===== config.mk =====
export PLATFORM = sky130hd
export DESIGN_NAME = alu_sequencer
export DESIGN_NICKNAME = d
export VERILOG_FILES = /design/src/rtl/alu_sequencer.sv
export SDC_FILE = /design/constraint.sdc
export NUM_CORES = 1
export LEC_CHECK = 0
export CORE_MARGIN = 1
export CORE_UTILIZATION = 25
export CTS_BUF_LIST = sky130_fd_sc_hd__clkbuf_4 sky130_fd_sc_hd__clkbuf_8
export CTS_CLUSTER_SIZE = 10
export DETAILED_ROUTE_END_ITERATION = 10
export SLEW_MARGIN = 20
export SYNTH_ARGS = -nofsm -noshare
export SYNTH_HDL_FRONTEND = slang
export SYNTH_SLANG_ARGS = --single-unit

===== constraint.sdc =====
create_clock -name clk -period 15.2 [get_ports clk]
set_input_delay 3.04 -clock clk [delete_from_list [all_inputs] [get_ports clk]]
set_output_delay 3.04 -clock clk [all_outputs]
set_load 0.01 [all_outputs]

===== src/rtl/alu_sequencer.sv =====
// alu_sequencer: program-driven controller for an external W-bit ALU (add/sub/and/or).
// Steps LDI/ALU/HALT/NOP words from a small memory, accumulating results in acc.
module alu_sequencer #(
   parameter int DEPTH = 16,
   parameter int W     = 8
) (
   input  logic                     clk,
   input  logic                     rst,
   input  logic                     prog_we,
   input  logic [$clog2(DEPTH)-1:0] prog_addr,
   input  logic [W+3:0]             prog_data,
   input  logic                     start,
   output logic                     busy,
   output logic                     done,
   output logic [W-1:0]             acc,
   output logic [W-1:0]             alu_a,
   output logic [W-1:0]             alu_b,
   output logic [1:0]               alu_op,
   input  logic [W-1:0]             alu_c,
   output logic [1:0]               dbg_state
);

   localparam int AW = $clog2(DEPTH);

   localparam logic [1:0] S_IDLE  = 2'd0;
   localparam logic [1:0] S_FETCH = 2'd1;
   localparam logic [1:0] S_EXEC  = 2'd2;
   localparam logic [1:0] S_DONE  = 2'd3;

   localparam logic [1:0] C_LDI  = 2'b00;
   localparam logic [1:0] C_ALU  = 2'b01;
   localparam logic [1:0] C_HALT = 2'b10;

   localparam logic [W+3:0]  HALT_WORD = {C_HALT, {(W+2){1'b0}}};
   localparam logic [AW-1:0] PC_LAST   = AW'(DEPTH - 1);

   logic [1:0]    r_state;
   logic [AW-1:0] r_pc;
   logic [W-1:0]  r_acc;
   logic [W+3:0]  r_ir;
   logic [W+3:0]  r_mem [DEPTH];
   logic [1:0]    w_class;

   assign w_class = r_ir[W+3:W+2];

   // ALU operands come straight from registers so alu_c settles within EXEC.
   assign alu_a     = r_acc;
   assign alu_b     = r_ir[W-1:0];
   assign alu_op    = r_ir[W+1:W];
   assign acc       = r_acc;
   assign busy      = (r_state != S_IDLE);
   assign done      = (r_state == S_DONE);
   assign dbg_state = r_state;

   always_ff @(posedge clk or posedge rst) begin
      if (rst) begin
         r_state <= S_IDLE;
         r_pc    <= '0;
         r_acc   <= '0;
         r_ir    <= HALT_WORD;
         for (int i = 0; i < DEPTH; i++) begin
            r_mem[i[AW-1:0]] <= HALT_WORD;
         end
      end else begin
         case (r_state)
            S_IDLE: begin
               if (prog_we) begin
                  r_mem[prog_addr] <= prog_data;
               end
               if (start) begin
                  r_pc    <= '0;
                  r_state <= S_FETCH;
               end
            end
            S_FETCH: begin
               r_ir    <= r_mem[r_pc];
               r_state <= S_EXEC;
            end
            S_EXEC: begin
               if (w_class == C_LDI) begin
                  r_acc <= r_ir[W-1:0];
               end else if (w_class == C_ALU) begin
                  r_acc <= alu_c;
               end
               // HALT leaves pc on the HALT word; the last word ends the run without wrapping.
               if (w_class == C_HALT || r_pc == PC_LAST) begin
                  r_state <= S_DONE;
               end else begin
                  r_pc    <= r_pc + AW'(1);
                  r_state <= S_FETCH;
               end
            end
            default: begin
               r_state <= S_IDLE;
            end
         endcase
      end
   end

endmodule


# After elaboration in Yosys (flattened, before gate mapping)
# Index checks and enable logic that the tools add are counted.
word_totals:
  output_inout_bits: 30
  elab_cells: 58
  reg_bits: 218
  inputBits: 28
classes:
  n_eq_ne: 8
  muxes: 14
  magnitude_cmp: 3
  reduce_logical: 10
  addsub: 1
  bitwise_logic: 2
ops:
  columns: ["op", "n"]
  rows:
  - ["$bwmux 192", 1]
  - ["$bmux 12 s4", 1]
  - ["$demux 12 s4", 1]
  - ["$mux 12", 3]
  - ["$mux 8", 2]
  - ["$ge 5x5->1 const B", 2]
  - ["$not 4->5", 2]
  - ["$mux 4", 2]
  - ["$pmux 4 s2", 1]
  - ["$eq 2x2->1 const B", 3]
  - ["$pmux 2 s3", 1]
  - ["$reduce_bool 2->1", 3]
  - ["$lt 5x1->1 const B", 1]
  - ["$add 4x1->4 const B", 1]
  - ["$eq 2x1->1 const B", 2]
  - ["$eq 4x4->1 const B", 1]
  - ["$logic_not 2->1", 2]
  - ["$mux 2", 2]
  - ["$ne 2x2->1 const B", 2]
  - ["$reduce_and 2->1", 2]
  - ["$reduce_and 3->1", 1]
  - ["$logic_and 1x1->1", 1]
  - ["$logic_or 1x1->1", 1]

# Depth between registers and ports, before layout
depth:
  ltp_word: 6
  mapped_depth: 8
  mapped_depth_nobuf: 5

# Worst setup path before layout
# Ideal clock, no wire load.
synth_timing:
  kind: "input to register"
  startpoint: "input prog_addr[1]"
  endpoint: "register r_mem[184] in the netlist's numbering"
  setup_time_ns: 0.125
  required_ns: 15.075
  path_buffers: 1
  path_stages: 5
  setup_slack_ns: 10.954
  t_arrival_ns: 4.121
  cell_sequence: "nor4b_4 nand2b_2 nor3_2 buf_4 mux2_2"
synth_via:
  elab_chain_len: 6
  elab_cells_between_ends: 7
  cone_classes: "2 x order compare; 3 x mux; 1 x bitwise; 1 x reduce/logical"
synth_lines:
  columns: ["item", "line", "text"]
  rows:
  - ["from (decl)", "10", "input logic [$clog2(DEPTH)-1:0] prog_addr,"]
  - ["$not 4->5 (not written as such) *", "68", "r_mem[prog_addr] <= prog_data;"]
  - ["$ge 5x5->1 (not written as such) / $lt 5x1->1 (equally long branches)", "68", null]
  - ["$logic_and 1x1->1 (not written as such)", "68", null]
  - ["$mux 12 (not written as such)", "68", null]
  - ["$demux 12 s4 *", "68", null]
  - ["$bwmux 192 *", "68", null]
  - ["to (signal, indexed assignment)", "68", null]
  - ["to (decl)", "41", "logic [W+3:0] r_mem [DEPTH];"]
# Mark *: on every way between the ends. The rest lies on a longest branch, timed or not.
# A chain may end at the register's enable or synchronous reset.

# Final worst setup path
layout_timing:
  startpoint: "register r_state[1] (netlist: dbg_state[1])"
  endpoint: "output done"
layout_via:
  elab_chain_len: 1
layout_lines:
  columns: ["item", "line", "text"]
  rows:
  - ["from (decl)", "37", "logic [1:0] r_state;"]
  - ["from (signal assigned)", "57", "r_state <= S_IDLE;"]
  - ["from (signal assigned)", "72", "r_state <= S_FETCH;"]
  - ["from (signal assigned)", "77", "r_state <= S_EXEC;"]
  - ["$eq 2x2->1", "52", "assign done = (r_state == S_DONE);"]
  - ["to (decl)", "14", "output logic done,"]
# No other way between the ends.

==> run metrics <==
CTS resizes=0; Seq/Total Area, Yosys=53.3%; startpoint types=flop; sw frac=31.1%; Ys Warns=0; clk sinks=218; Tot GR Track Use=12.7%; CP delay by family, top=buffers and inverters; Slew headroom=30.0%; path category of the worst min-delay check=flop to flop; combinational fraction of design power=29.4%; drt wl/cell=18.9 um; CTS Root Cell=clkbuf_8; initial drt markers=296; #FFs+latches synth=218; top cell type's share of synthesized area=48.9%; Hold Path Cell Cnt=1; critical path's largest stage delay=0.55 ns; Via Count=6393; Routed Antenna Nets=0; port buffer count=57; placed cells=1306; Finished Layout Cells=1378; Critical Path Sink Type=output port; Worst Setup Path Type=flop to output port; worst path required time=12.16 ns; post-synthesis instance area=10300 sq um; GRT overflow=0; Max Cap Viol=0; met1 usage=17.4%; post-route clock skew=0.0161 ns; Primary FF master, synth=dfrtp_1; final worst path period share=32.5%; Mapped Cells=787; area of the core=40200 sq um; status=completed; average via count per standard cell=4.64; Initial Utilization=25.6%; number of synthesized flops with an enable pin=0; Setup-failing EPs final=0; P_sw=693 uW; initial antenna violation count=2; ys async rst share=100%; syn nets=816; Final Hold Viols=0; I/O pins=58; Crit path arrival time=1.91 ns; Final Slew Violations=0; H-tree levels=2; achievable frequency=202 MHz; Die ar.=41900 sq um; cell depth of the worst setup path=3; clock power share=25.2%; CTS Hold Buffers Added=0; Die X=205 um; Seq pwr share=45.4%; die height=205 um; 1st-pass router iterations=4; final net count=852; drt total wl=26100 um; peak fanout along the critical path=9; unrepaired setup endpoints after global routing=false; first-pass GRT wire length=39800 um; number of distinct library cells after synthesis=44; GRT busiest layer=met2; clock slew at the register clock pins of the worst setup and hold paths=0.05 ns; Avg Cell Area, Syn=13.1 sq um; ratio of cells with drive above 1 in the final layout=35.3%; leakage=0.00509 uW; routability cong.=0.791; largest cells by area after synthesis=dfrtp_1, mux2_2, mux2i_1; Num CTS Buffers=40; Residual DRC=0; largest net degree at the start of global routing=123; path depth of the worst reg2reg path=5; Yosys top cell by area=dfrtp_1; CP bufs+invs=2; clock buffer depth=3; Tmin final=4.95 ns; synth-to-layout area growth=16.4%; CTS tree=yes; Peak VDD IR=0.0628 mV; Std-Cell Rows=73; PwrDens=186 nW/um^2; Worst path slowest cell=clkdlybuf4s50_1; setup bufs post-CTS=0; setup TNS=0 ns; CP Cell Sequence=inv_1 -> nor2_1 -> clkdlybuf4s50_1; clk_lat worst skew=0.54 ns; actual slew at the worst max-slew pin=1.05 ns; met3 Usage GRT=2.67%; dpl hpwl=15700 um; internal power=1540 uW; vias in the first global route=6507; GRT met2 Usage=19.5%; final core occ=29.8%
-- layout make-up --
cell class                      count  area, sq um
Fill cell                        4095        28200
Timing Repair Buffer               71          676
Multi-Input combinational cell    486         4310
Inverter                            6         30.0
Antenna cell                        2         5.00
Sequential cell                   218         5480
Tap cell                          525          657
Clock buffer                       65          776
Clock inverter                      5         32.5
-- synth_stat cells (all sizes together) (2+ instances only) --
cell type,n
a21oi,3
a221o,2
mux2i,86
nand2b,5
clkbuf,26
and2,3
mux2,194
dfstp,17
nor2,15
dfrtp,201
a211oi,3
mux4,4
nor3b,2
a2111oi,2
nand2,65
o22ai,8
nand3,14
a22oi,22
nor2b,13
o21ai,14
nor4,2
nor3,2
buf,51
inv,6
nand4,18
-- worst paths after layout --
path | startpoint | end | slack [ns]
worst max-delay path | dbg_state[1] | done | 10.25
worst min-delay path | r_mem[176] | r_mem[176] | 0.49
worst max register to register | r_pc[1] | r_ir[11] | 12.20
worst min register to register | r_mem[176] | r_mem[176] | 0.49
max in group asynchronous | rst | r_pc[1] | 10.82
min in group asynchronous | rst | r_mem[127] | 3.06
-- layout by cell type, fill, tap and decap left out, drive strengths merged, types with 4 or more instances in the layout --
master	count
o21ai	14
buf	14
dfstp	17
mux4	4
clkbuf	65
nand2b	5
nand2	65
inv	6
nor2b	13
mux2	194
clkdlybuf4s50	57
nand3	14
o22ai	8
mux2i	86
nor2	15
a22oi	22
dfrtp	201
nand4	18
-- state kept, by name (all words and copies together) (netlist names) --
| signal | cells |
|---|---|
| r_mem | 192 |
| dbg_state | 2 |
| r_ir | 12 |
| r_pc | 4 |
| acc | 8 |
-- layer usage --
layer	vias up	part of all wire [%]
li1	2882	-
met1	3295	46
met2	168	45
met3	48	6.3
met4	0	2.5
met5	-	0
-- kinds of logic after synthesis --
| family | count (synthesis) | synth area share (%) |
|---|---|---|
| multiplexers | 284 | 30.9 |
| AND/OR/NAND/NOR | 143 | 7.14 |
| adder cells (fa/ha/maj) | 1 | 0.122 |
| buffers and inverters | 83 | 4.77 |
| AO/OA/AOI/OAI | 58 | 3.82 |
| flip-flops | 218 | 53.3 |
-- metrics by stage --
stage | area [sq um] | power [uW] | hold WS [ns] | setup WS [ns]
finish | 12000 | 2230 | 0.490 | 10.25
global route | 12000 | 2360 | 0.511 | 10.13
CTS | 12000 | 2250 | 0.493 | 10.23
detailed placement | 11200 | 1680 | 0.480 | 9.82
global placement | 11200 | 1660 | 0.474 | 9.86
floorplan | 10300 | 1480 | 0.450 | 6.22
-- power groups by stage --
stage	registers [uW]	clock network [uW]	logic, uW
floorplan	951	0	524
global placement	1010	0	648
detailed placement	1020	0	660
CTS	1010	575	662
global route	1050	599	717
finish	1010	561	655
Note: power is estimated with default switching activity, not from simulation.
